--- src/rtl/instr_fetch_if.sv ---
`default_nettype none
// ============================================================================
// Module  : instr_fetch_if
// Brief   : ROM read port and decode-side instruction handshake of the fetch unit.
// Revision: 1.0 - initial release
// ============================================================================
interface instr_fetch_if;
  logic [31:0] rom_addr_o;
  logic        rom_cs_o;
  logic [1:0]  rom_hb_o;
  logic [31:0] rom_rdata_i;
  logic        instr_valid_o;
  logic        instr_ready_i;
  logic [31:0] instr_o;
  logic [31:0] pc_o;

  modport master (
    output rom_addr_o, rom_cs_o, rom_hb_o, instr_valid_o, instr_o, pc_o,
    input  rom_rdata_i, instr_ready_i
  );

  modport slave (
    input  rom_addr_o, rom_cs_o, rom_hb_o, instr_valid_o, instr_o, pc_o,
    output rom_rdata_i, instr_ready_i
  );
endinterface
`default_nettype wire

--- src/rtl/instr_fetch.sv ---
`default_nettype none
// ============================================================================
// Module  : instr_fetch
// Brief   : Sequential instruction fetch into a 2-entry {pc, instr} buffer.
// Revision: 1.0 - initial release
// ============================================================================
module instr_fetch #(
  parameter logic [31:0] RESET_PC = 32'h0000_0000
) (
  input  wire logic        clk_i,
  input  wire logic        rstn_i,
  input  wire logic        en_i,
  input  wire logic        flush_i,
  input  wire logic [31:0] flush_pc_i,
  output      logic        fault_o,
  instr_fetch_if.master    bus
);

  localparam logic [1:0] S_IDLE  = 2'd0;
  localparam logic [1:0] S_RUN   = 2'd1;
  localparam logic [1:0] S_FAULT = 2'd2;

  logic [1:0]  state_q, state_d;
  logic [31:0] fetch_pc_q, fetch_pc_d;
  logic [1:0]  count_q, count_d;
  logic        rd_ptr_q, rd_ptr_d;
  logic        wr_ptr_q, wr_ptr_d;
  logic [31:0] pc_buf_q    [2];
  logic [31:0] instr_buf_q [2];

  logic fetch_active;
  logic flush_misaligned;
  logic push;
  logic pop;

  assign flush_misaligned = (flush_pc_i[1:0] != 2'b00);

  // ---------------- FSM: state register ----------------
  always_ff @(posedge clk_i or negedge rstn_i) begin
    if (!rstn_i) begin
      state_q <= S_IDLE;
    end else begin
      state_q <= state_d;
    end
  end

  // ---------------- FSM: next state ----------------
  always_comb begin
    state_d = state_q;
    if (flush_i) begin
      if (flush_misaligned) begin
        state_d = S_FAULT;
      end else begin
        state_d = en_i ? S_RUN : S_IDLE;
      end
    end else begin
      case (state_q)
        S_IDLE:  if (en_i)  state_d = S_RUN;
        S_RUN:   if (!en_i) state_d = S_IDLE;
        S_FAULT: state_d = S_FAULT;
        default: state_d = S_IDLE;
      endcase
    end
  end

  // ---------------- FSM: outputs ----------------
  always_comb begin
    fetch_active = 1'b0;
    fault_o      = 1'b0;
    case (state_q)
      S_RUN:   fetch_active = 1'b1;
      S_FAULT: fault_o      = 1'b1;
      default: ;
    endcase
  end

  // A full buffer still accepts a fetch when the head leaves in the same cycle.
  assign pop  = bus.instr_valid_o & bus.instr_ready_i;
  assign push = fetch_active & ~flush_i & ((count_q < 2'd2) | pop);

  assign bus.rom_addr_o    = fetch_pc_q;
  assign bus.rom_cs_o      = push;
  assign bus.rom_hb_o      = 2'b11;
  assign bus.instr_valid_o = (count_q != 2'd0);
  assign bus.instr_o       = instr_buf_q[rd_ptr_q];
  assign bus.pc_o          = pc_buf_q[rd_ptr_q];

  always_comb begin
    fetch_pc_d = fetch_pc_q;
    count_d    = count_q;
    rd_ptr_d   = rd_ptr_q;
    wr_ptr_d   = wr_ptr_q;
    if (flush_i) begin
      fetch_pc_d = flush_pc_i;
      count_d    = 2'd0;
      rd_ptr_d   = 1'b0;
      wr_ptr_d   = 1'b0;
    end else begin
      if (push) begin
        fetch_pc_d = fetch_pc_q + 32'd4;
        wr_ptr_d   = ~wr_ptr_q;
      end
      if (pop) begin
        rd_ptr_d = ~rd_ptr_q;
      end
      count_d = count_q + {1'b0, push} - {1'b0, pop};
    end
  end

  always_ff @(posedge clk_i or negedge rstn_i) begin
    if (!rstn_i) begin
      fetch_pc_q <= RESET_PC;
      count_q    <= 2'd0;
      rd_ptr_q   <= 1'b0;
      wr_ptr_q   <= 1'b0;
      for (int i = 0; i < 2; i++) begin
        pc_buf_q[i]    <= 32'd0;
        instr_buf_q[i] <= 32'd0;
      end
    end else begin
      fetch_pc_q <= fetch_pc_d;
      count_q    <= count_d;
      rd_ptr_q   <= rd_ptr_d;
      wr_ptr_q   <= wr_ptr_d;
      if (push) begin
        pc_buf_q[wr_ptr_q]    <= fetch_pc_q;
        instr_buf_q[wr_ptr_q] <= bus.rom_rdata_i;
      end
    end
  end

endmodule
`default_nettype wire

--- src/flat_wrapper.sv ---
// flat-port wrapper written by rule: the top's interface ports become plain ports
module instr_fetch_flat 
#(
  parameter logic [31:0] RESET_PC = 32'h0000_0000
)
  (clk_i, rstn_i, en_i, flush_i, flush_pc_i, fault_o, bus_rom_addr_o, bus_rom_cs_o, bus_rom_hb_o, bus_instr_valid_o, bus_instr_o, bus_pc_o, bus_rom_rdata_i, bus_instr_ready_i);
  instr_fetch_if bus_i ();
  input  wire logic clk_i;
  input  wire logic rstn_i;
  input  wire logic en_i;
  input  wire logic flush_i;
  input  wire logic [31:0] flush_pc_i;
  output      logic fault_o;
  output wire logic [$bits(bus_i.rom_addr_o)-1:0] bus_rom_addr_o;
  output wire logic [$bits(bus_i.rom_cs_o)-1:0] bus_rom_cs_o;
  output wire logic [$bits(bus_i.rom_hb_o)-1:0] bus_rom_hb_o;
  output wire logic [$bits(bus_i.instr_valid_o)-1:0] bus_instr_valid_o;
  output wire logic [$bits(bus_i.instr_o)-1:0] bus_instr_o;
  output wire logic [$bits(bus_i.pc_o)-1:0] bus_pc_o;
  input wire logic [$bits(bus_i.rom_rdata_i)-1:0] bus_rom_rdata_i;
  input wire logic [$bits(bus_i.instr_ready_i)-1:0] bus_instr_ready_i;
  assign bus_rom_addr_o = bus_i.rom_addr_o;
  assign bus_rom_cs_o = bus_i.rom_cs_o;
  assign bus_rom_hb_o = bus_i.rom_hb_o;
  assign bus_instr_valid_o = bus_i.instr_valid_o;
  assign bus_instr_o = bus_i.instr_o;
  assign bus_pc_o = bus_i.pc_o;
  assign bus_i.rom_rdata_i = bus_rom_rdata_i;
  assign bus_i.instr_ready_i = bus_instr_ready_i;
  instr_fetch #(.RESET_PC(RESET_PC)) u_core (.clk_i(clk_i), .rstn_i(rstn_i), .en_i(en_i), .flush_i(flush_i), .flush_pc_i(flush_pc_i), .fault_o(fault_o), .bus(bus_i));
endmodule
--- config.mk ---
export PLATFORM = sky130hd
export DESIGN_NAME = instr_fetch_flat
export DESIGN_NICKNAME = d
export VERILOG_FILES = /design/src/rtl/instr_fetch_if.sv /design/src/rtl/instr_fetch.sv /design/src/flat_wrapper.sv
export SDC_FILE = /design/constraint.sdc
export NUM_CORES = 1
export LEC_CHECK = 0
export CELL_PAD_IN_SITES_DETAIL_PLACEMENT = 0
export CELL_PAD_IN_SITES_GLOBAL_PLACEMENT = 1
export CORE_UTILIZATION = 44
export CTS_BUF_LIST = sky130_fd_sc_hd__clkbuf_16
export CTS_CLUSTER_DIAMETER = 120
export CTS_CLUSTER_SIZE = 8
export DETAILED_ROUTE_END_ITERATION = 10
export PLACE_DENSITY = 0.85
export SLEW_MARGIN = 20
export SYNTH_ARGS = -nofsm -noshare
export SYNTH_HDL_FRONTEND = slang
export SYNTH_SLANG_ARGS = --single-unit
--- constraint.sdc ---
create_clock -name clk_i -period 3.7 [get_ports clk_i]
set_clock_uncertainty 0.05 [all_clocks]
set_input_delay 0.37 -clock clk_i [delete_from_list [all_inputs] [get_ports clk_i]]
set_output_delay 0.37 -clock clk_i [all_outputs]
set_load 0.005 [all_outputs]
==> results of run 1 <==
[state kept, by name (all words and copies together) (netlist names)]
signal,count
u_core.wr_ptr_q,1
u_core.bus.rom_addr_o,32
u_core.state_q,2
u_core.count_q,2
u_core.pc_buf_q,64
u_core.rd_ptr_q,1
u_core.instr_buf_q,64
[cell usage after synthesis (all sizes together) (5+ instances only)]
cell type / number / area share
dfrtp: 166 / 0.54
nor2: 20 / 0.013
nor2b: 5 / 0.0040
xor2: 15 / 0.017
nand2: 39 / 0.020
nand4: 13 / 0.011
buf: 18 / 0.017
mux2: 194 / 0.28
o21ai: 25 / 0.016
nand3: 13 / 0.011
nor3: 12 / 0.012
clkbuf: 16 / 0.0079
xnor2: 10 / 0.011
[power breakdown]
part           internal [mW]  total, mW  switching (mW)
Clock                   1.05       1.76           0.704
Combinational           1.29       1.87           0.580
Sequential              2.16       2.42           0.266
[worst paths after layout]
check	from	to	slack, ps	cells past startpoint
min reg2reg	u_core.pc_buf_q[63]$_DFFE_PN0P_	u_core.pc_buf_q[63]$_DFFE_PN0P_	430	1
min	rstn_i	u_core.instr_buf_q[25]$_DFFE_PN0P_	-10	1
max	u_core.rd_ptr_q$_DFFE_PN0P_	bus_pc_o[31]	820	3
max reg2reg	u_core.count_q[1]$_DFF_PN0_	u_core.instr_buf_q[47]$_DFFE_PN0P_	1460	6
max in group asynchronous	rstn_i	u_core.pc_buf_q[54]$_DFFE_PN0P_	2720	2
min in group clk_i	u_core.pc_buf_q[63]$_DFFE_PN0P_	u_core.pc_buf_q[63]$_DFFE_PN0P_	430	1
[logic make-up after synthesis]
logic type	synth area share
muxes	0.286
DFF	0.537
and+or+nand+nor	0.0911
buffers and inverters	0.0265
AOI/OAI and AO/OA	0.0256
xor gates and xnor gates	0.0283
adders and majority gates	0.00485
other	0.000485
[through the flow]
step                      hold WS [ps]  instance area (um2)
final                            -10.5                10200
after CTS                         27.4                10200
after detailed placement           422                 9600
after floorplan                   24.4                 7740
after global placement             409                 9600
after global routing              56.5                10200
[final cells by class]
| cell class | count | area (um2) |
|---|---|---|
| inverters | 4 | 15.0 |
| clock buffers | 17 | 425 |
| flip-flops and latches | 166 | 4160 |
| fillers | 1355 | 7050 |
| well taps | 225 | 282 |
| clock inverters | 15 | 163 |
| repair buffers | 174 | 1760 |
| multi-input cells | 382 | 3390 |
[routing by layer]
metal / vias to the layer above / GRT usage / wire [um] / share of wire
li1: 2391 / - / - / -
met1: 2554 / 0.274 / 7960 / 0.46
met2: 143 / 0.329 / 8300 / 0.48
met3: 19 / 0.0469 / 904 / 0.052
met4: 0 / 0.0637 / 209 / 0.012
met5: - / 0 / 0 / 0
==> metrics.md, run 1 <==
| Metric | Value |
|---|---|
| I/O Buffers | `167` |
| Post-synth EDFFs | `0` |
| Antenna diodes | `0` |
| Startpoint types | `flip-flop` |
| Ys async rst share | `1.00` |
| Setup slack after placement | `954 ps` |
| Clock slew at reported path FFs | `70 ps` |
| Post-CTS sizing | `0` |
| Min-Delay Path Class | `input pin to asynchronous set/reset pin` |
| Starting Density | `0.449` |
| Num Clock Sinks | `166` |
| Final non-filler cell total | `983` |
| Post-layout nets | `817` |
| Worst-Margin Slew | `890 ps` |
| Remaining global-route overflow | `0` |
| Syn_area_per_cell | `13.2 um2` |
| Failing checks | `negative hold slack` |
| Min Tclk post-route | `2880 ps` |
| #FFs+latches synth | `166` |
| VDD IR max | `0.322 mV` |
| Root buf cell | `clkbuf_16` |
| Most common flop cell mapped by yosys | `dfrtp_1` |
| CTS tree | `yes` |
| Hold buffers post-CTS | `0` |
| # placed instances | `951` |
| CP Data Arrival Time | `2460 ps` |
| MaxCap Viol Count | `0` |
| H-Tree Level Count | `4` |
| Relative slew slack | `0.407` |
| Lkg Pwr | `4.51 nW` |
| Final WS setup | `822 ps` |
| Share of cells above drive strength 1 | `0.260` |
| Power per cell area | `594 nW/um2` |
| Cell Area, Synth | `7740 um2` |
| Gr usage total | `0.204` |
| Final Setup Violations | `0` |
| Area Growth Syn to Fin | `31.7%` |
| Setup Total Neg Slack | `0 ps` |
| Hold_ws | `-10.5 ps` |
| Die area | `18100 um2` |
| Most frequent cells in the layout | `clkdlybuf4s50_1 (165), dfrtp_1 (165), mux2_2 (141)` |
| Crit path largest cell delay | `840 ps` |
| Status | `finished, violations left` |
| DRT iter0 DRCs | `161` |
| Critical path fanouts, max | `39` |
| Largest net degree at the start of global routing | `97` |
| Final period util | `0.778` |
| Synth Instances | `585` |
| Critical Path Slowest Stage Cell | `dfrtp_2` |
| Critical path buffers and inverters | `2` |
| Drt first pass iters | `4` |
| Max Freq | `0.347 GHz` |
| Via count | `5107` |
| CP required | `3280 ps` |
| Final GP Congestion | `0.769` |
| Final wirelength | `17.4 mm` |
| Max clock buf depth | `2` |
| Worst Setup End Kind | `primary output` |
| Die Width | `135 um` |
| CP top delay family | `flip-flops` |
| Drt via density | `5.20` |
| Yosys cell types | `47` |
| Routed length per placed instance | `17.7 um` |
| Register area share after synthesis | `0.537` |
| DRC errors left | `0` |
| Final hold vios | `16` |
| Setup Crit Path Kind | `flip-flop to primary output` |
| Chip height | `135 um` |
| Initial antenna violation count | `1` |
| Post-CTS Setup Bufs | `0` |
| Synth Warn # | `0` |
| Clk Latency, worst-skew pair | `420 ps` |
| Critical-path cell list | `buf_12 -> mux2_2 -> clkdlybuf4s50_1` |
| Ports | `170` |
| Antenna-violating nets left | `0` |
| Tot Pwr | `6.05 mW` |
| RSZ-0062 raised after global routing | `false` |
| Slew Viols, Final | `0` |
| Placeable Area | `17200 um2` |
| Floorplan row count | `48` |
| Vias in the first global route | `5491` |
| First-pass GRT wire length | `28.5 mm` |
| DP HPWL | `11.8 mm` |
| Utilization after layout | `0.591` |
| CTS Buf Count | `17` |
Power figures use the tool's default switching activity.
==> run 2, diff against run 1 <==
--- a/config.mk
+++ b/config.mk
@@ -7,12 +7,12 @@
 export LEC_CHECK = 0
 export CELL_PAD_IN_SITES_DETAIL_PLACEMENT = 0
 export CELL_PAD_IN_SITES_GLOBAL_PLACEMENT = 1
-export CORE_UTILIZATION = 44
+export CORE_UTILIZATION = 41
 export CTS_BUF_LIST = sky130_fd_sc_hd__clkbuf_16
 export CTS_CLUSTER_DIAMETER = 120
 export CTS_CLUSTER_SIZE = 8
 export DETAILED_ROUTE_END_ITERATION = 10
-export PLACE_DENSITY = 0.85
+export PLACE_DENSITY = 0.79
 export SLEW_MARGIN = 20
 export SYNTH_ARGS = -nofsm -noshare
 export SYNTH_HDL_FRONTEND = slang
==> constraint.sdc (replaced) <==
create_clock -name clk_i -period 2.68 [get_ports clk_i]
set_clock_uncertainty 0.05 [all_clocks]
set_input_delay 0.268 -clock clk_i [delete_from_list [all_inputs] [get_ports clk_i]]
set_output_delay 0.268 -clock clk_i [all_outputs]
set_load 0.005 [all_outputs]
==> metrics.md, run 2 (synthesized netlist as in run 1, its figures left out) <==
| Metric | Value |
|---|---|
| Clock slew at reported path FFs | `60 ps (was 70 ps)` |
| Lkg Pwr | `4.55 nW (was 4.51 nW)` |
| Gr usage total | `0.193 (was 0.204)` |
| Share of cells above drive strength 1 | `0.266 (was 0.260)` |
| RSZ-0062 raised after global routing | `false (unchanged)` |
| CP Data Arrival Time | `2110 ps (was 2460 ps)` |
| Root buf cell | `clkbuf_16 (unchanged)` |
| Final period util | `0.907` |
| Vias in the first global route | `5479 (was 5491)` |
| Remaining global-route overflow | `0 (unchanged)` |
| Max Freq | `0.411 GHz` |
| CP required | `2360 ps (was 3280 ps)` |
| Worst Setup End Kind | `primary output (unchanged)` |
| Critical path fanouts, max | `38 (was 39)` |
| MaxCap Viol Count | `0 (unchanged)` |
| Placeable Area | `18200 um2 (was 17200 um2)` |
| Critical path buffers and inverters | `2 (unchanged)` |
| DRT iter0 DRCs | `185 (was 161)` |
| Drt via density | `5.20 (about the same)` |
| CP top delay family | `buffers and inverters (was flip-flops)` |
| Chip height | `139 um (was 135 um)` |
| DRC errors left | `0 (unchanged)` |
| Post-CTS sizing | `0 (unchanged)` |
| Final hold vios | `0 (was 16)` |
| Final GP Congestion | `0.772 (was 0.769)` |
| Power per cell area | `822 nW/um2 (was 594 nW/um2)` |
| Drt first pass iters | `4 (unchanged)` |
| I/O Buffers | `167 (unchanged)` |
| Final wirelength | `17.7 mm (was 17.4 mm)` |
| Setup Total Neg Slack | `0 ps (unchanged)` |
| Setup slack, reg-to-reg | `670 ps (was 1460 ps)` |
| Setup Crit Path Kind | `flip-flop to primary output (unchanged)` |
| Die Width | `139 um (was 135 um)` |
| Crit path largest cell delay | `480 ps (was 840 ps)` |
| Min Tclk post-route | `2430 ps` |
| First-pass GRT wire length | `29.3 mm (was 28.5 mm)` |
| Worst-Margin Slew | `671 ps (was 890 ps)` |
| DP HPWL | `12.4 mm (was 11.8 mm)` |
| Antenna-violating nets left | `0 (unchanged)` |
| Status | `finished clean (was finished, violations left)` |
| Floorplan row count | `49 (was 48)` |
| CTS tree | `yes (unchanged)` |
| Relative slew slack | `0.553 (was 0.407)` |
| Routed length per placed instance | `17.9 um (was 17.7 um)` |
| Fill cell count | `1471 (was 1355)` |
| Clk Latency, worst-skew pair | `420 ps (about the same)` |
| VDD IR max | `0.478 mV (was 0.322 mV)` |
| Max clock buf depth | `2 (unchanged)` |
| Die area | `19400 um2 (was 18100 um2)` |
| Min-Delay Path Class | `input pin to flip-flop (was input pin to asynchronous set/reset pin)` |
| Startpoint types | `flip-flop (unchanged)` |
| Critical-path cell list | `buf_4 -> mux2_2 -> clkdlybuf4s50_1 (was buf_12 -> mux2_2 -> clkdlybuf4s50_1)` |
| CTS Buf Count | `17 (unchanged)` |
| Num Clock Sinks | `166 (unchanged)` |
| Area Growth Syn to Fin | `32.6% (was 31.7%)` |
| Starting Density | `0.425 (was 0.449)` |
| Initial antenna violation count | `1 (unchanged)` |
| Largest net degree at the start of global routing | `72 (was 97)` |
| Antenna diodes | `0 (unchanged)` |
| Post-layout nets | `825 (was 817)` |
| Critical Path Slowest Stage Cell | `clkdlybuf4s50_1 (was dfrtp_2)` |
| Most frequent cells in the layout | `clkdlybuf4s50_1 (165), dfrtp_1 (165), mux2_2 (141) (unchanged)` |
| Ports | `170 (unchanged)` |
| Via count | `5165 (was 5107)` |
| Utilization after layout | `0.563 (was 0.591)` |
| Final Setup Violations | `0 (unchanged)` |
| H-Tree Level Count | `4 (unchanged)` |
| Slew Viols, Final | `0 (unchanged)` |
==> run 2: what timing repair did <==
| action | CTS | global route |
|---|---|---|
| hold endpoints to repair | 68 | 0 |
| hold buffers | 1 | 0 |
| setup buffers | 0 | 0 |
==> run 2: worst reg2reg max path: cells and delay by family (launching register included) <==
kind / cells / cell delay [ps]
buffers and inverters: 1 / 400
flip-flops: 1 / 400
AND/OR/NAND/NOR: 4 / 630
multiplexers: 1 / 420
==> run 2: final cells by class <==
cell class,instances,area [um2],area share
sequential,166,4160,0.405
multi-input combinational,382,3390,0.330
timing repair buffer,182,1820,0.177
clock buffer,17,425,0.0415
tap,229,287,0.0279
clock inverter,13,166,0.0162
inverter,4,15.0,0.00146
==> run 2: metrics by stage <==
stage                     power, mW  worst slack (ps)  std cells  area (um2)  hold slack [ps]
after detailed placement       6.01               295        962        9660              282
after floorplan                4.50               806        586        7740            -77.6
after global placement         5.94               347        962        9660              265
final                          8.43               248        993       10300              349
after CTS                      8.53               218        993       10300              333
after global routing           8.87               159        993       10300              358
==> run 2: power breakdown <==
group          total [mW]  switching (mW)  leakage, nW  internal (mW)
registers            3.27           0.297         2.14           2.98
clock network        2.48           0.948        0.294           1.53
logic                2.67           0.894         2.11           1.78
==> run 2: final timing paths <==
kind	cells after the start	startpoint	to
max	3	u_core.rd_ptr_q$_DFFE_PN0P_	bus_pc_o[31]
min	3	flush_pc_i[8]	u_core.bus.rom_addr_o[8]$_DFFE_PN0P_
max reg2reg	6	u_core.count_q[1]$_DFF_PN0_	u_core.pc_buf_q[47]$_DFFE_PN0P_
min reg2reg	1	u_core.pc_buf_q[7]$_DFFE_PN0P_	u_core.pc_buf_q[7]$_DFFE_PN0P_
max in group asynchronous	3	rstn_i	u_core.instr_buf_q[3]$_DFFE_PN0P_
min in group asynchronous	2	rstn_i	u_core.instr_buf_q[27]$_DFFE_PN0P_
==> run 2: per-layer routing <==
| layer | share of wire | global-route usage |
|---|---|---|
| met3 | 0.051 | 0.0413 |
| met4 | 0.013 | 0.0602 |
| met5 | 0.00079 | 0 |
| met1 | 0.47 | 0.261 |
| met2 | 0.47 | 0.310 |
